## src/rtl/uart_cmd_assembler.sv

```systemverilog
// uart_cmd_assembler: gathers N_OPS operands of OP_BYTES bytes plus a CMD byte from the UART RX
// byte stream and hands the frame over with a valid/ack handshake; stalled frames are dropped by timeout.
module uart_cmd_assembler #(
    parameter int N_OPS       = 2,
    parameter int OP_BYTES    = 2,
    parameter int TIMEOUT_CYC = 100000
) (
    input  logic                                    clk,
    input  logic                                    reset,
    input  logic                                    rx_ready,
    input  logic [7:0]                              rx_data,
    output logic [N_OPS*OP_BYTES*8-1:0]             operands,
    output logic [7:0]                              cmd,
    output logic                                    frame_valid,
    input  logic                                    frame_ack,
    output logic                                    busy,
    output logic [$clog2(N_OPS*OP_BYTES+2)-1:0]     byte_cnt,
    output logic                                    timeout_err,
    output logic                                    overrun_err
);
    localparam int NB = N_OPS * OP_BYTES;
    localparam int CW = $clog2(NB + 2);
    localparam int TW = TIMEOUT_CYC > 1 ? $clog2(TIMEOUT_CYC) : 1;

    typedef enum logic {COLLECT, ISSUE} state_e;

    state_e          state_q, state_d;
    logic [CW-1:0]   cnt_q, cnt_d;
    logic [TW-1:0]   tmo_q, tmo_d;
    logic [NB*8-1:0] ops_q, ops_d;
    logic [7:0]      cmd_q, cmd_d;
    logic            terr_q, terr_d;
    logic            oerr_q, oerr_d;

    always_ff @(posedge clk) begin
        if (reset) begin
            state_q <= COLLECT;
            cnt_q   <= '0;
            tmo_q   <= '0;
            ops_q   <= '0;
            cmd_q   <= '0;
            terr_q  <= 1'b0;
            oerr_q  <= 1'b0;
        end else begin
            state_q <= state_d;
            cnt_q   <= cnt_d;
            tmo_q   <= tmo_d;
            ops_q   <= ops_d;
            cmd_q   <= cmd_d;
            terr_q  <= terr_d;
            oerr_q  <= oerr_d;
        end
    end

    always_comb begin
        state_d = state_q;
        cnt_d   = cnt_q;
        tmo_d   = tmo_q;
        ops_d   = ops_q;
        cmd_d   = cmd_q;
        terr_d  = 1'b0;
        oerr_d  = 1'b0;
        if (state_q == ISSUE) begin
            // Bytes arriving while a frame is pending are dropped; ack still wins the exit.
            oerr_d = rx_ready;
            state_d = frame_ack ? COLLECT : ISSUE;
        end else if (rx_ready) begin
            tmo_d = '0;
            if (cnt_q == CW'(NB)) begin
                cmd_d   = rx_data;
                cnt_d   = '0;
                state_d = ISSUE;
            end else begin
                for (int i = 0; i < NB; i++)
                    if (cnt_q == CW'(i)) ops_d[i*8 +: 8] = rx_data;
                cnt_d = cnt_q + CW'(1);
            end
        end else if (TIMEOUT_CYC > 0 && cnt_q != '0) begin
            // Stale operand bytes are left in place; only the frame position is abandoned.
            if (tmo_q == TW'(TIMEOUT_CYC - 1)) begin
                cnt_d  = '0;
                tmo_d  = '0;
                terr_d = 1'b1;
            end else begin
                tmo_d = tmo_q + TW'(1);
            end
        end
    end

    assign operands    = ops_q;
    assign cmd         = cmd_q;
    assign frame_valid = state_q == ISSUE;
    assign busy        = cnt_q != '0 || state_q == ISSUE;
    assign byte_cnt    = cnt_q;
    assign timeout_err = terr_q;
    assign overrun_err = oerr_q;
endmodule
```

## config.mk

```make
export PLATFORM = sky130hd
export DESIGN_NAME = uart_cmd_assembler
export DESIGN_NICKNAME = d
export VERILOG_FILES = /design/src/rtl/uart_cmd_assembler.sv
export SDC_FILE = /design/constraint.sdc
export NUM_CORES = 1
export LEC_CHECK = 0
export BUFFER_PORTS_ARGS = -buffer_cell sky130_fd_sc_hd__buf_2
export CORE_UTILIZATION = 40
export CTS_BUF_LIST = sky130_fd_sc_hd__clkbuf_4
export DETAILED_ROUTE_END_ITERATION = 8
export GPL_TIMING_DRIVEN = 0
export HOLD_SLACK_MARGIN = 0.15
export PLACE_DENSITY = 0.65
export SYNTH_ARGS = -nofsm -noshare
export SYNTH_HDL_FRONTEND = slang
export SYNTH_SLANG_ARGS = --single-unit
```

## constraint.sdc

```tcl
create_clock -name clk -period 1.9 [get_ports clk]
set_input_delay 0.19 -clock clk [delete_from_list [all_inputs] [get_ports clk]]
set_output_delay 0.19 -clock clk [all_outputs]
set_load 0.005 [all_outputs]
```

==> impl_results.md, run 1 <==
- Clk root buf: clkbuf_4
- Fraction of layout instances using a drive strength above 1: between 20% and 30%
- Worst min path class: primary input to register
- Fin crit period: roughly 1800 ps
- RePlAce Congestion: roughly 0.8
- CTS tree: yes
- RSZ-0062 raised after global routing: false
- Crit-path cells: inv_1 -> ha_2 -> nor3b_2 -> or2_4 -> or4_1 -> a21oi_2
- Commonest cells after routing, fill and taps aside: 76 x nand2_1, 61 x dfxtp_1, 58 x buf_2
- Final hold viol count: 0
- Ys Warns: 0
- Top post-synthesis cells by area: dfxtp_1 49%, nand2_1 11%, a21oi_1 8.5%, nor2_1 3.3%, mux2i_1 3.1%
- WL final: between 6000 and 7000 um
- Die Ht: just over 80 um
- Worst Skew: between 10 and 15 ps
- Synth unique cells: 39
- CP max FO: 9
- CTS H-tree lvls: 3
- Nets: roughly 410
- Run status: finished, final reports clean
- Die Wd: between 80 and 90 um
- Slew Viols, Final: 0
- DR vias/cell: between 5 and 6
- Most common cell after layout, fill and taps aside: nand2_1
- Fill count: 594
- Worst setup EP type: register
- Lkg Pwr: between 1 and 1.5 nW
- Synth Instances: 308
- Slowest stage cell, crit path: or4_1
- Asr flop ratio synth: 0%
- Core area: approximately 6100 um^2
- EDFF count, synth: 0
- Post-synthesis sequential area ratio: slightly below 50%
- Total power: ~2.5 mW
- Boundary Pins: around 60
- Critical path launch point type: register
- Max Cap Viol: 0
- Seq cells post-synth: between 60 and 70
- CTS buffer count: 9
- Maximum clock frequency: ~550 MHz
- Via Count: about 2400
- 1st-iter DRT viols: 93
- Post-synth top area cell: dfxtp_1
- Hold Path Stages: 3
- Worst EP required: around 2200 ps
- Synth Cell Area: 2592 um^2
- Pre-Repair DR Iteration Count: 4
- Initial core utilization: between 40% and 50%
- Final setup violation count: 0
- Synth-to-layout area growth: 29.10%
- CTS max path bufs: 2
- Vias in the first global route: around 2200
- Synth top area share: about half
- Top_reg_cell synth: dfxtp_1
- Post-DP HPWL: 4491 um
- Global-route wire length before repair: approximately 10000 um
- CP arrival: around 2200 ps
- Initial antenna violation count: 0
- Port Buf Inserts: 58
- Tcrit/Tclk final: a little over nine tenths
- CP max stage delay: roughly 530 ps
- Final setup TNS: 0 ps
- Syn Nets: approximately 330
- Syn_area_per_cell: between 8 and 9 um^2
- CTS Sinks: 63
- Global route overflow: 0
- Worst vdd ir: about 0.42 mV
- Worst-margin pin slew: 526.1 ps
- Clk slew on worst S/H paths: roughly 110 ps
- Post-route DRC: 0
- Antenna diodes: 0
- Die Area: 6807 um^2
- Max_slew headroom: 64.80%
- PD cells: 754.4 nW/um^2
- Core Rows: 28
- Clk Latency, worst-skew pair: approximately 400 ps
- Post-route ant nets: 0
- Setup CP Type: register to register
- All-Layer GR Usage: approximately a fifth
- Wire length per cell: 13.99 um
- Pin count of the biggest net entering global routing: 12
- R2R depth: 6
==> kinds of logic (layout without fill, tap and decap cells) <==
group / after synthesis / count (layout) / share of synthesized area [%]
adders and majority gates: 6 / 6 / 2.896
and+or+nand+nor: 147 / 147 / 27.27
xor gates and xnor gates: 8 / 8 / 2.703
buffers and inverters: 19 / 106 / 3.233
AOI/OAI and AO/OA: 57 / 57 / 12.16
DFF: 63 / 63 / 48.65
muxes: 8 / 8 / 3.089
==> per-stage QoR <==
step / setup WS (ps) / util [%] / cells / hold WS (ps) / instance area (um^2)
after floorplan: 0.8809 / - / 308 / 303.8 / 2601
after detailed placement: -234.3 / 48.97 / 441 / 443.7 / 2985
after global placement: -223.9 / 48.97 / 441 / 440.2 / 2985
final: 68.34 / 54.91 / 470 / 241.7 / 3347
after global routing: 1.498 / 54.91 / 470 / 229.9 / 3347
after CTS: 9.458 / 53.98 / 469 / 220.6 / 3291
==> metal layers <==
layer  part of all wire (%)  track usage [%]  up-vias
li1                       -                -     1232
met1                     48            27.25     1095
met2                     46            32.40       51
met3                    3.5            4.286       12
met4                    2.1            10.69        0
met5                      0                0        -
==> critical path: cells and delay by family, from the launching register on <==
kind            cells  cell delay, ps
compound gates      1             140
fa+ha+maj           1             190
buf+inv             1              60
flops               1             380
simple gates        3            1000
==> final timing paths <==
kind / start / endpoint / slack (ps)
max: byte_cnt[1] / tmo_q[16] / 70
min: reset / timeout_err / 240
max reg2reg: byte_cnt[1] / tmo_q[16] / 70
min reg2reg: operands[22] / operands[22] / 460
==> Yosys cell counts, types with 4 or more instances <==
| cell type | n |
|---|---|
| o31ai_1 | 5 |
| mux2i_1 | 8 |
| xnor2_1 | 7 |
| or4_1 | 5 |
| dfxtp_1 | 63 |
| nand2_1 | 76 |
| nor3b_1 | 4 |
| nand2b_1 | 5 |
| nand3_1 | 6 |
| clkbuf_1 | 10 |
| ha_1 | 6 |
| nor2_1 | 23 |
| inv_1 | 4 |
| a21oi_1 | 44 |
| nor4_1 | 4 |
==> report_power, final <==
group / switching [mW] / internal (mW) / total [mW]
Clock: 0.494 / 0.412 / 0.906
Sequential: 0.0171 / 1.35 / 1.37
Combinational: 0.147 / 0.105 / 0.252
==> sequential cells by signal, summed over array words and instances, names as in the netlist <==
register,count
overrun_err,1
byte_cnt,3
timeout_err,1
operands,32
frame_valid,1
tmo_q,17
cmd,8
==> timing repair <==
action,in CTS,in global routing
hold buffers,10,0
pin swaps,1,1
endpoints found under the setup margin,14,42
resized for setup,11,11
setup buffers,3,1
hold endpoints to repair,41,0
==> layout make-up <==
class / instances / area, um^2 / share of cell area, %
multi-input combinational: 226 / 1340 / 40.04
tap: 75 / 93.84 / 2.804
clock buffer: 10 / 75.07 / 2.243
timing repair buffer: 72 / 420.4 / 12.56
buffer: 14 / 72.57 / 2.168
inverter: 4 / 15.01 / 0.4486
clock inverter: 6 / 61.31 / 1.832
sequential: 63 / 1269 / 37.91
(Power assumes the default switching activity.)
==> inputs of run 2 (changes only) <==
--- a/config.mk
+++ b/config.mk
@@ -11,7 +11,6 @@
 export DETAILED_ROUTE_END_ITERATION = 8
 export GPL_TIMING_DRIVEN = 0
 export HOLD_SLACK_MARGIN = 0.15
-export PLACE_DENSITY = 0.65
 export SYNTH_ARGS = -nofsm -noshare
 export SYNTH_HDL_FRONTEND = slang
 export SYNTH_SLANG_ARGS = --single-unit
==> impl_results.md, run 2 (same netlist as run 1, synthesis figures left out) <==
- CP arrival: between 2000 and 2500 ps
- Initial core utilization: between 40% and 50%
- Placed inst area: 2985 um^2
- Post-route DRC: 0
- Clk root buf: clkbuf_4
- Metal3 WL: 221 um
- CTS H-tree lvls: 3
- Clk slew on worst S/H paths: around 90 ps
- Max_slew headroom: roughly 64%
- PD cells: approximately 750 nW/um^2
- Post-route ant nets: 0
- DR vias/cell: about 5
- Die Area: just under 7000 um^2
- Die Wd: a little over 80 um
- Most common cell after layout, fill and taps aside: nand2_1
- Worst-margin pin slew: about 530 ps
- Final core occ: between 50 and 60%
- Commonest cells after routing, fill and taps aside: 76 x nand2_1, 60 x dfxtp_1, 58 x buf_2
- Via Count: roughly 2400
- RePlAce Congestion: 0.8099
- Die Ht: just over 80 um
- Fin crit period: ~1800 ps
- Run status: finished, final reports clean
- CTS tree: yes
- Lkg Pwr: 1.342 nW
- R2R depth: 6
- Vias in the first global route: between 2000 and 2500
- Final setup violation count: 0
- Post-DP HPWL: 4472 um
- CP max FO: 5
- Maximum clock frequency: 544.0 MHz
- Core area: a little over 6000 um^2
- Wire length per cell: 13.95 um
- WL final: about 6500 um
- Hold path endpoint: tmo_q[0]
- CTS max path bufs: 2
- Placed insts: about 440
- Final hold viol count: 0
- Place WS: -267.1 ps
- Worst Skew: roughly 14 ps
- Core Rows: 28
- Port Buf Inserts: 58
- Global-route wire length before repair: ~10000 um
- Hold_ws: 208.7 ps
- Antenna diodes: 0
- Slew Viols, Final: 0
- Max Cap Viol: 0
- Tcrit/Tclk final: a little over nine tenths
- Nets: 408
- Flop2flop setup slack: between 60 and 70 ps
- Slowest stage cell, crit path: or4_1
- Clk Latency, worst-skew pair: about 400 ps
- Critical path launch point type: register
- Crit-path cells: inv_1 -> ha_2 -> nor3b_2 -> or2_4 -> or4_1 -> a21oi_2
- Met1 wire length: 3195 um
- Worst vdd ir: between 0.4 and 0.5 mV
- Worst min path class: primary input to register
- Final setup TNS: 0 ps
- Worst EP required: between 2000 and 2500 ps
- Fraction of layout instances using a drive strength above 1: 24.11%
- CP max stage delay: 550 ps
- Pre-Repair DR Iteration Count: 4
- Met2 wire length: roughly 3000 um
- CTS buffer count: 9
- Design Area, Final: about 3300 um^2
- Synth-to-layout area growth: 28.04%
- Post-Layout Cell Count: around 470
- 1st-iter DRT viols: around 130
- RR Startpoint: byte_cnt[0]
- Hold path start: rx_ready
- Worst reg2reg endpoint: tmo_q[13]
- DR top layer: met4
- Max reg flops: 32
- Worst setup EP type: register
- Setup ws final: approximately 62 ps
- Initial antenna violation count: 0
- Boundary Pins: 59
- Total power: between 2 and 2.5 mW
- Pin count of the biggest net entering global routing: 11
- Global route overflow: 0
- Setup CP Type: register to register
- Hold Path Stages: 4
- CTS Sinks: 63
- All-Layer GR Usage: between 20% and 30%
run 2: cell types whose count changed in the layout (fill, tap and decap cells not counted), sizes merged:
cell / change
clkinv: -1
run 2: final cells by class:
class / instances / area [um^2]
Buffer: 14 / 72.57
Clock buffer: 10 / 75.07
Clock inverter: 5 / 50.05
Fill cell: 610 / 2776
Inverter: 4 / 15.01
Multi-Input combinational cell: 226 / 1323
Sequential cell: 63 / 1270
Tap cell: 75 / 93.84
Timing Repair Buffer: 72 / 420.4
run 2: metal layers:
| layer | GRT usage [%] | up-vias |
|---|---|---|
| li1 | - | 1224 |
| met1 | 29.19 | 1109 |
| met2 | 30.99 | 46 |
| met3 | 4.396 | 9 |
| met4 | 9.483 | 0 |
| met5 | 0 | - |
run 2: worst max-delay path: cells and delay by family, from the launching register on:
kind | cells | cell delay (ps)
AOI/OAI and AO/OA | 1 | 150
and+or+nand+nor | 3 | 1010
DFF | 1 | 370
buffers and inverters | 1 | 50
adders and majority gates | 1 | 200
run 2: power breakdown:
| group | total [mW] | switching [mW] | internal, mW |
|---|---|---|---|
| Clock | 0.863 | 0.464 | 0.399 |
| Sequential | 1.37 | 0.0172 | 1.35 |
| Combinational | 0.249 | 0.145 | 0.105 |
| Total | 2.48 | 0.626 | 1.85 |
run 2: worst max-delay path by stage:
stage	start	endpoint	slack, ps	cells after the start
floorplan	byte_cnt[0]	tmo_q[14]	0.9	7
global placement	byte_cnt[0]	tmo_q[6]	-230	8
global route	byte_cnt[1]	tmo_q[13]	-20	6
detailed placement	byte_cnt[0]	tmo_q[5]	-270	8
finish	byte_cnt[0]	tmo_q[13]	60	6
CTS	byte_cnt[0]	tmo_q[11]	-40	7
run 2: repair_timing:
| item | in CTS | in global routing |
|---|---|---|
| resized for setup | 10 | 9 |
| hold buffers | 10 | 0 |
| setup endpoints to repair | 14 | 32 |
| buffers inserted | 2 | 2 |
| pin swaps | 1 | 2 |
| endpoints found under the hold margin | 42 | 0 |
==> inputs of run 3 (changes only) <==
==> config.mk (replaced) <==
export PLATFORM = sky130hd
export DESIGN_NAME = uart_cmd_assembler
export DESIGN_NICKNAME = d
export VERILOG_FILES = /design/src/rtl/uart_cmd_assembler.sv
export SDC_FILE = /design/constraint.sdc
export NUM_CORES = 1
export LEC_CHECK = 0
export BUFFER_PORTS_ARGS = -buffer_cell sky130_fd_sc_hd__buf_4
export CORE_UTILIZATION = 50
export CTS_BUF_LIST = sky130_fd_sc_hd__clkbuf_4
export DETAILED_ROUTE_END_ITERATION = 8
export GPL_TIMING_DRIVEN = 0
export HOLD_SLACK_MARGIN = 0.15
export PLACE_DENSITY = 0.78
export SYNTH_ARGS = -nofsm -noshare
export SYNTH_HDL_FRONTEND = slang
export SYNTH_SLANG_ARGS = --single-unit
==> impl_results.md, run 3 (same netlist as run 1, synthesis figures left out) <==
- CTS max path bufs: 2
- Clock Power Share: a little under two fifths
- Global route overflow: 0
- WL final: between 6000 and 7000 um
- Worst vdd ir: ~0.57 mV
- Met1 wire length: 3109 um
- Synth-to-layout area growth: 34.36%
- Slew Viols, Final: 0
- CTS buffer count: 9
- Final setup violation count: 0
- Metal3 WL: roughly 390 um
- Boundary Pins: 59
- Antenna diodes: 0
- CTS H-tree lvls: 3
- Design Area, Final: 3483 um^2
- Commonest cells after routing, fill and taps aside: 76 x nand2_1, 64 x buf_4, 61 x dfxtp_1
- Internal power: roughly 2.0 mW
- Final hold viol count: 0
- Initial core utilization: 53.47%
- Most common cell after layout, fill and taps aside: nand2_1
- All-Layer GR Usage: 25.55%
- CP max FO: 10
- Clk slew on worst S/H paths: ~110 ps
- Initial antenna violation count: 0
- Lkg Pwr: 1.363 nW
- Final setup TNS: 0 ps
- Clk root buf: clkbuf_4
- Die Ht: roughly 74 um
- Fin crit period: around 1900 ps
- Nets: 409
- Clk Latency, worst-skew pair: roughly 410 ps
- Via Count: roughly 2500
- Placed inst area: roughly 3100 um^2
- Total power: 2.675 mW
- Max Cap Viol: 0
- Global-route wire length before repair: around 10000 um
- Wire length per cell: approximately 14 um
- Core area: around 4800 um^2
- RePlAce Congestion: a little under 0.9
- Port Buf Inserts: 58
- Tcrit/Tclk final: a little over nine tenths
- Worst min path class: register to register
- Core Rows: 25
- Post-route ant nets: 0
- 1st-iter DRT viols: around 160
- Worst Skew: approximately 18 ps
- DR top layer: met4
- Setup ws final: approximately 49 ps
- CTS tree: yes
- Met2 wire length: between 3000 and 4000 um
- Combinational group share of total power: between 10% and 20%
- Die Wd: ~74 um
- Critical path launch point type: register
- Post-DP HPWL: approximately 4500 um
- Die Area: approximately 5500 um^2
- Pre-Repair DR Iteration Count: 4
- Place WS: -259.8 ps
- Worst-margin pin slew: slightly above 500 ps
- DR vias/cell: about 5.4
- Vias in the first global route: about 2200
- Run status: finished, final reports clean
- PD cells: between 700 and 800 nW/um^2
- Max_slew headroom: around 66%
- Sw power: 0.6734 mW
- RSZ-0062 raised after global routing: false
- Final core occ: a little under three quarters
- Fraction of layout instances using a drive strength above 1: roughly a quarter
- Worst setup EP type: register
- Maximum clock frequency: between 500 and 600 MHz
- Post-route DRC: 0
- Pin count of the biggest net entering global routing: 12
- Sw Share: 25.17%
- Setup CP Type: register to register
- Max reg flops: 32
- CP arrival: 2190 ps
- Worst EP required: between 2000 and 2500 ps
- CTS Sinks: 63
- Seq pwr share: slightly above 50%
## run 3: power groups by stage
stage / Combinational, mW / Clock [mW] / Sequential, mW
2_1_floorplan: 0.117 / 0 / 1.40
4_1_cts: 0.268 / 1.03 / 1.37
3_3_place_gp: 0.228 / 0 / 1.40
6_report: 0.280 / 1.03 / 1.37
5_1_grt: 0.306 / 1.09 / 1.37
3_5_place_dp: 0.234 / 0 / 1.40
## run 3: timing repair
action	in CTS	in global routing
endpoints found under the setup margin	15	41
endpoints found under the hold margin	45	0
buffers inserted	2	2
resized for setup	11	6
hold buffers	11	0
pin swaps	2	0
## run 3: path summary, 6_finish.rpt
| kind | depth (start not counted) | slack [ps] | to | from |
|---|---|---|---|---|
| min reg2reg | 2 | 460 | operands[10] | operands[10] |
| max reg2reg | 5 | 50 | tmo_q[14] | tmo_q[2] |
| min | 2 | 460 | operands[10] | operands[10] |
| max | 5 | 50 | tmo_q[14] | tmo_q[2] |
## run 3: metrics by stage
step	hold slack [ps]	instances
floorplan	303.8	308
global placement	442.8	433
detailed placement	447.5	433
CTS	463.0	461
global route	484.3	463
finish	463.2	463
## run 3: cell type report
cell class                 count  area, um^2
buffer                        14       68.82
clock buffer                   9       67.56
clock inverter                 7       87.58
fill                         370        1365
inverter                       4       15.01
multi-input combinational    226        1316
sequential                    63        1269
tap                           67       83.83
timing repair buffer          73       575.6
## run 3: worst max-delay path: stages, from the launching register on
cell	delay (ps)
dfxtp_1	440
nand3_2	210
or3_4	460
buf_6	150
or4_1	400
a21oi_1	140
## run 3: per-layer routing
metal | up-vias | track usage (%)
li1 | 1220 | -
met1 | 1177 | 35.13
met2 | 86 | 38.08
met3 | 12 | 4.336
met4 | 0 | 14.53
met5 | - | 0
